File: config.mk
export PLATFORM = sky130hd
export DESIGN_NAME = swt_led_ctrl
export DESIGN_NICKNAME = d
export VERILOG_FILES = /design/src/rtl/swt_led_pkg.sv /design/src/rtl/sw_debounce.sv /design/src/rtl/swt_led_ctrl.sv
export SDC_FILE = /design/constraint.sdc
export NUM_CORES = 1
export LEC_CHECK = 0
export CORE_MARGIN = 5
export CORE_UTILIZATION = 40
export CTS_BUF_LIST = sky130_fd_sc_hd__clkbuf_4 sky130_fd_sc_hd__clkbuf_8 sky130_fd_sc_hd__clkbuf_16
export DETAILED_ROUTE_END_ITERATION = 7
export DONT_BUFFER_PORTS = 1
export GPL_ROUTABILITY_DRIVEN = 1
export HOLD_SLACK_MARGIN = 0.02
export PLACE_DENSITY = 0.65
export REMOVE_ABC_BUFFERS = 1
export SYNTH_ARGS = -nofsm -noshare
export SYNTH_HDL_FRONTEND = slang
export SYNTH_SLANG_ARGS = --single-unit
File: constraint.sdc
create_clock -name clk -period 3.34 [get_ports clk]
set_input_delay 0.668 -clock clk [delete_from_list [all_inputs] [get_ports clk]]
set_output_delay 0.668 -clock clk [all_outputs]
set_load 0.01 [all_outputs]
File: src/rtl/swt_led_pkg.sv
// Shared types for the switch-to-LED controller.
//   MODE_W : width of the display-mode register
//   mode_e : display modes, advanced in order by the mode button
package swt_led_pkg;

    localparam int MODE_W = 2;

    typedef enum logic [MODE_W-1:0] {
        MODE_DIRECT = 2'd0,
        MODE_INVERT = 2'd1,
        MODE_BLINK  = 2'd2,
        MODE_CHASE  = 2'd3
    } mode_e;

endpackage

File: src/rtl/sw_debounce.sv
// Single-bit 2-flop synchroniser followed by a stability-counter debouncer.
//   clk, rst_n : clock, async active-low reset
//   raw        : asynchronous input
//   db         : debounced output, changes only after DEB_CYCLES stable cycles
module sw_debounce #(
    parameter int DEB_CYCLES = 4
) (
    input  logic clk,
    input  logic rst_n,
    input  logic raw,
    output logic db
);

    localparam int CW = $clog2(DEB_CYCLES + 1);

    logic          s1, s2;
    logic [CW-1:0] cnt;

    always_ff @(posedge clk or negedge rst_n) begin
        if (!rst_n) begin
            s1  <= 1'b0;
            s2  <= 1'b0;
            cnt <= '0;
            db  <= 1'b0;
        end else begin
            s1 <= raw;
            s2 <= s1;
            // Any cycle agreeing with db restarts the stability window, so a
            // glitch shorter than DEB_CYCLES never propagates.
            if (s2 != db) begin
                if (cnt == CW'(DEB_CYCLES - 1)) begin
                    db  <= s2;
                    cnt <= '0;
                end else begin
                    cnt <= cnt + 1'b1;
                end
            end else begin
                cnt <= '0;
            end
        end
    end

endmodule

File: src/rtl/swt_led_ctrl.sv
// Switch-to-LED controller: debounces N_CH switches plus a mode button and
// drives registered LEDs in direct / invert / blink / chase mode.
//   clk, rst_n : clock, async active-low reset
//   swt        : raw slide switches (async)
//   btn_mode   : raw mode button, active-high (async)
//   led        : registered LED drive
//   mode       : current display mode
module swt_led_ctrl
    import swt_led_pkg::*;
#(
    parameter int N_CH       = 8,
    parameter int DEB_CYCLES = 4,
    parameter int BLINK_DIV  = 3
) (
    input  logic              clk,
    input  logic              rst_n,
    input  logic [N_CH-1:0]   swt,
    input  logic              btn_mode,
    output logic [N_CH-1:0]   led,
    output logic [MODE_W-1:0] mode
);

    localparam int POS_W = $clog2(N_CH);
    localparam int PRE_W = $clog2(BLINK_DIV + 1);
    localparam logic [N_CH-1:0] LED_ONE = N_CH'(1);

    // Bit N_CH carries the button; the rest are the switches.
    logic [N_CH:0] raw, db;
    logic [N_CH-1:0] swt_db;
    logic            btn_db;

    assign raw    = {btn_mode, swt};
    assign swt_db = db[N_CH-1:0];
    assign btn_db = db[N_CH];

    for (genvar i = 0; i <= N_CH; i++) begin : g_deb
        sw_debounce #(.DEB_CYCLES(DEB_CYCLES)) u_deb (
            .clk   (clk),
            .rst_n (rst_n),
            .raw   (raw[i]),
            .db    (db[i])
        );
    end

    mode_e            mode_q, mode_d;
    logic             btn_prev;
    logic [PRE_W-1:0] presc;
    logic             blink_phase;
    logic [POS_W-1:0] pos;
    logic [N_CH-1:0]  led_d;
    logic             mode_chg, tick;

    assign mode_chg = btn_db & ~btn_prev;
    assign tick     = (presc == PRE_W'(BLINK_DIV - 1));

    // Mode FSM: state register
    always_ff @(posedge clk or negedge rst_n) begin
        if (!rst_n) mode_q <= MODE_DIRECT;
        else        mode_q <= mode_d;
    end

    // Mode FSM: next state
    always_comb begin
        mode_d = mode_q;
        if (mode_chg) begin
            case (mode_q)
                MODE_DIRECT: mode_d = MODE_INVERT;
                MODE_INVERT: mode_d = MODE_BLINK;
                MODE_BLINK:  mode_d = MODE_CHASE;
                default:     mode_d = MODE_DIRECT;
            endcase
        end
    end

    // Mode FSM: output (LED pattern for the current mode)
    always_comb begin
        led_d = '0;
        case (mode_q)
            MODE_DIRECT: led_d = swt_db;
            MODE_INVERT: led_d = ~swt_db;
            MODE_BLINK:  led_d = blink_phase ? swt_db : '0;
            default:     led_d = LED_ONE << pos;
        endcase
    end

    // Prescaler, blink phase, chase position and LED register. A mode change
    // restarts the animation and overrides a coinciding tick.
    always_ff @(posedge clk or negedge rst_n) begin
        if (!rst_n) begin
            btn_prev    <= 1'b0;
            presc       <= '0;
            blink_phase <= 1'b0;
            pos         <= '0;
            led         <= '0;
        end else begin
            btn_prev <= btn_db;
            led      <= led_d;
            if (mode_chg) begin
                presc       <= '0;
                blink_phase <= 1'b1;
                pos         <= '0;
            end else begin
                presc <= tick ? '0 : presc + 1'b1;
                if (tick) begin
                    blink_phase <= ~blink_phase;
                    if (swt_db[0])
                        pos <= (pos == '0) ? POS_W'(N_CH - 1) : pos - 1'b1;
                    else
                        pos <= (pos == POS_W'(N_CH - 1)) ? '0 : pos + 1'b1;
                end
            end
        end
    end

    assign mode = mode_q;

endmodule

**Word-level counts from Yosys, hierarchy flattened**

Cells that the tools add are included.

- Flip-flop bits (word level): 71
- Output and inout bits: 10
- Word-level logic and storage cells: 123

- Add/sub/neg operators: 12
- Equality and inequality tests: 22
- Shifts and indexed selects: 1
- Mux-type cells: 30
- Bitwise logic cells: 4
- Reductions and logical operators: 12

Operators by type and width:

| cell | count |
|---|---|
| $mux W3 | 23 |
| $add A3 B1 Y3 const B | 10 |
| $eq A3 B2 Y1 const B | 9 |
| $pmux W8 S3 | 1 |
| $reduce_and A2 Y1 | 9 |
| $ne A1 B1 Y1 | 9 |
| $mux W8 | 1 |
| $not A8 Y8 | 1 |
| $shl A1 B3 Y8 const A | 1 |
| $pmux W2 S3 | 1 |
| $eq A2 B2 Y1 const B | 2 |
| $mux W2 | 2 |
| $eq A3 B3 Y1 const B | 1 |
| $logic_not A3 Y1 | 1 |
| $sub A3 B1 Y3 const B | 1 |
| $add A2 B1 Y2 const B | 1 |
| $eq A2 B1 Y1 const B | 1 |
| $logic_not A2 Y1 | 1 |
| $mux W1 | 2 |
| $not A1 Y1 | 2 |
| $reduce_bool A2 Y1 | 1 |
| $and A1 B1 Y1 | 1 |

**Longest topological paths before layout**

- Word-level depth: 5
- Mapped depth: 6
- Mapped depth without buffers: 5

**Hierarchy**

A second synthesis with hierarchy kept.

- Cell total of the unflattened synthesis: 202
- Area, all modules: 2844.0 um^2

Modules (own cells, without submodules):

| module | times used | cells each | area each (um^2) |
|---|---|---|---|
| sw_debounce | 9 | 13 | 216.5 |
| swt_led_ctrl | 1 | 85 | 895.9 |

**Worst setup path after synthesis**

No wires, ideal clock.

- Kind: flip-flop to flip-flop
- From: reg pos[0]
- To: reg pos[2]
- Arrival: 1.257 ns
- Required time: 3.216 ns
- Slack: 1.959 ns
- Cell stages (with the launch flop): 6
- Clock period less this slack: 1.381 ns
- Cells stage by stage: dfrtp_1 inv_1 ha_1 or3_1 a31oi_1 a21oi_1

- Longest elaborated chain between the ends: 5

Ends and longest elaborated chain:

| what | RTL line | RTL |
|---|---|---|
| start: declaration | swt_led_ctrl.sv:49 | `logic [POS_W-1:0] pos;` |
| start signal: assignment | swt_led_ctrl.sv:107 | `pos <= (pos == '0) ? POS_W'(N_CH - 1) : pos - 1'b1;` |
| start signal: assignment | swt_led_ctrl.sv:109 | `pos <= (pos == POS_W'(N_CH - 1)) ? '0 : pos + 1'b1;` |
| $add A3 B1 Y3, or another cell as far along | swt_led_ctrl.sv:109 |  |
| $mux W3, on equally long branches | swt_led_ctrl.sv:109, swt_led_ctrl.sv:107 |  |
| $mux W3 (*) | swt_led_ctrl.sv:106 | `if (swt_db[0])` |
| $mux W3 (*) | swt_led_ctrl.sv:104 | `if (tick) begin` |
| $mux W3 (*) | swt_led_ctrl.sv:98 | `if (mode_chg) begin` |

Mark *: on every way between the ends. The rest lies on a longest branch, timed or not. The select of a mux whose other input is x is not followed.
A chain may end at the register's enable or synchronous reset.

**Final worst setup path**

- From: reg mode_q[0], in the netlist mode[0]
- To: reg led[0]

- Longest elaborated chain between the ends: 2

Ends and longest elaborated chain:

| what | RTL line | RTL |
|---|---|---|
| start: declaration | swt_led_ctrl.sv:45 | `mode_e mode_q, mode_d;` |
| start signal: assignment | swt_led_ctrl.sv:59 | `else mode_q <= mode_d;` |
| $eq A2 B2 Y1, or another cell as far along | swt_led_ctrl.sv:78 | `case (mode_q)` |
| $pmux W8 S3 (*) | swt_led_ctrl.sv:78 |  |
| via led_d[0] | swt_led_ctrl.sv:50 | `logic [N_CH-1:0] led_d;` |
| end signal: assignment | swt_led_ctrl.sv:97 | `led <= led_d;` |
| end: declaration | swt_led_ctrl.sv:19 | `output logic [N_CH-1:0] led,` |

Mark *: on every way through the listed nets, which the timed path passes. The rest lies on a longest branch.

==> metrics.md <==
| Metric | Value |
|---|---|
| Post-synth EDFFs | 0 |
| PwrDens | 903 nW/µm² |
| Starting Density | 41.2% |
| Die W | 93.7 µm |
| Skew final | 7.00 ps |
| Avg Cell Area, Syn | 13.6 µm² |
| Top_reg_cell synth | dfrtp_1 |
| Boundary Pins | 21 |
| Pre-CTS setup slack | 1800 ps |
| CP required | 3570 ps |
| Share of cells above drive strength 1 | 12.8% |
| H-tree depth | 3 |
| Final Hold Viols | 0 |
| Max Buffers Root-to-Sink | 2 |
| Final std cells w/o fill | 314 |
| Filler cells | 608 |
| Cells after synthesis | 206 |
| Clk sink count | 71 |
| Post-DR wirelength/cell | 12.9 µm |
| Distinct cells, synth | 25 |
| Worst setup margin | 1800 ps |
| Detailed Route WL | 4050 µm |
| Final min period | 1540 ps |
| #FFs+latches synth | 71 |
| Crit end category | flop |
| IO Port Bufs | 0 |
| CP Launch Type | flop |
| Hold Crit Class | input pin to async pin |
| Final Net Count | 245 |
| Via Count | 1485 |
| Drc violations | 0 |
| RSZ-0062 raised after global routing | no |
| CP Class | flop to flop |
| P_leak | 1.45 nW |
| Num CTS Buffers | 9 |
| Worst-Skew Late Latency | 340 ps |
| Worst-margin pin slew | 518 ps |
| Final GP Congestion | 0.753 |
| Die H | 93.7 µm |
| # rows | 30 |
| Core Util, Final | 46.2% |
| Drt first pass iters | 4 |
| Slew headroom | 65.5% |
| DP HPWL | 2770 µm |
| Max cap viols | 0 |
| Mean number of vias per cell | 4.73 |
| Final slew viol count | 0 |
| Final antenna-violating net count | 0 |
| Number of global-route vias before repair | 1546 |
| Final setup violation count | 0 |
| First-pass GRT wire length | 7100 µm |
| Tcrit/Tclk final | 46.1% |
| Arrival @ worst endpoint | 1770 ps |
| Register area share after synthesis | 63.5% |
| Clock-pin slew on the worst setup and hold paths | 70 ps |
| Status | finished, final reports clean |
| Largest net degree at the start of global routing | 72 |
| Setup Buffers After CTS | 0 |
| Fin Setup TNS | 0 ps |
| PostCTS Resize Cnt | 0 |
| Placed insts | 298 |
| YS warnings | 0 |
| 1st-iter DRT viols | 62 |
| FMAX | 649 MHz |
| Grt ovf | 0 |
| Ant diodes | 0 |
| Synth Cell Area | 2800 µm² |
| Critical Path Fanout Max | 8 |
| Full die area | 8770 µm² |
| Async S/R FF share, synth | 100% |
| CTS tree | done |
| Core box area | 6790 µm² |
| Area growth, synth to finish | 12.2% |
| Initial antenna violation count | 0 |
| Max IR drop VDD | 0.000418 V |
| Overall Global Routing Usage | 10.5% |
| CTS Hold Bufs | 1 |
| Root Buffer | clkbuf_8 |
[synthesized netlist by cell type (3+ instances only)]
library cell / number / share of area [%]
xnor2_1: 11 / 3.4
nand2b_1: 4 / 0.89
nor3b_1: 14 / 3.8
o21ai_0: 8 / 1.4
nand2_1: 5 / 0.67
buf_2: 3 / 0.54
inv_1: 5 / 0.67
a211o_1: 4 / 1.3
a211oi_1: 5 / 1.3
dfrtp_1: 71 / 63
mux2_2: 9 / 3.6
nor2_1: 11 / 1.5
ha_1: 20 / 8.9
nor3_1: 8 / 1.4
nor2b_1: 13 / 2.9
[critical path, stage by stage, from the launching register on]
cell and delay [ps]:
dfrtp_1 450, inv_1 110, ha_1 250, a21oi_4 270, a211oi_1 110, a31o_2 240
[power by group]
group / switching (mW) / leakage, nW / internal (mW)
Combinational: 0.374 / 0.450 / 0.392
Sequential: 0.226 / 0.884 / 1.11
Clock: 0.289 / 0.113 / 0.443
Total: 0.889 / 1.45 / 1.95
[registers in the layout, summed over array words and instances (netlist names)]
name	flops
g_deb.u_deb.cnt	27
g_deb.u_deb.db	9
g_deb.u_deb.s1	9
g_deb.u_deb.s2	9
led	8
pos	3
mode	2
presc	2
blink_phase	1
btn_prev	1
[per-stage QoR]
| stage | hold WS [ps] | instance area [µm²] | total power [mW] |
|---|---|---|---|
| 3_5_place_dp | 337 | 2900 | 2.12 |
| 2_1_floorplan | 331 | 2780 | 1.94 |
| 4_1_cts | 216 | 3140 | 2.89 |
| 5_1_grt | 214 | 3140 | 3.06 |
| 6_report | 187 | 3140 | 2.84 |
| 3_3_place_gp | 333 | 2900 | 2.09 |
[final timing paths]
kind                                                   from                               to  cells past startpoint  slack, ps
worst max-delay path                    mode[0]$_DFFE_PN0P_                 led[0]$_DFF_PN0_                      5       1800
min in group clk                g_deb[4].u_deb.s1$_DFF_PN0_      g_deb[4].u_deb.s2$_DFF_PN0_                      0        340
worst min register to register  g_deb[4].u_deb.s1$_DFF_PN0_      g_deb[4].u_deb.s2$_DFF_PN0_                      0        340
worst min-delay path                                  rst_n  g_deb[6].u_deb.cnt[0]$_DFF_PN0_                      1        190
max in group asynchronous                             rst_n  g_deb[5].u_deb.cnt[2]$_DFF_PN0_                      1       2840
worst max register to register          mode[0]$_DFFE_PN0P_                 led[0]$_DFF_PN0_                      5       1800
[cell usage in the layout (no fill, tap or decap), types with 4 or more instances in the layout]
master	synthesis	routed
nand2b_1	4	4
a211oi_1	5	5
xnor2_1	11	11
clkbuf_8	0	10
o21ai_0	8	8
ha_1	20	20
inv_1	5	5
nor2_1	11	11
a211o_1	4	4
dfrtp_1	71	71
nor3_1	8	8
mux2_2	9	9
nor2b_1	13	13
nor3b_1	14	14
nand2_1	5	5
[final cells by class]
class	instances	area, µm²	share of cell area (%)
clock buffer	11	145	4.62
clock inverter	4	70.1	2.23
inverter	5	18.8	0.597
multi-input combinational	126	983	31.3
sequential	71	1780	56.6
tap	96	120	3.82
timing repair buffer	1	27.5	0.876
[cell families after synthesis]
kind of cell / after synthesis / synth area share, %
AOI/OAI and AO/OA: 26 / 6.66
xor gates and xnor gates: 11 / 3.44
adders and majority gates: 20 / 8.94
buffers and inverters: 9 / 1.39
DFF: 71 / 63.5
muxes: 9 / 3.62
and+or+nand+nor: 60 / 12.5
[metal layers]
metal | track usage, % | part of all wire [%] | vias up
met3 | 5.29 | 5.1 | 6
met4 | 2.89 | 0.99 | 0
li1 | - | - | 720
met2 | 15.8 | 46 | 25
met5 | 0 | 0 | -
met1 | 13.5 | 48 | 734
(Power assumes the default switching activity.)
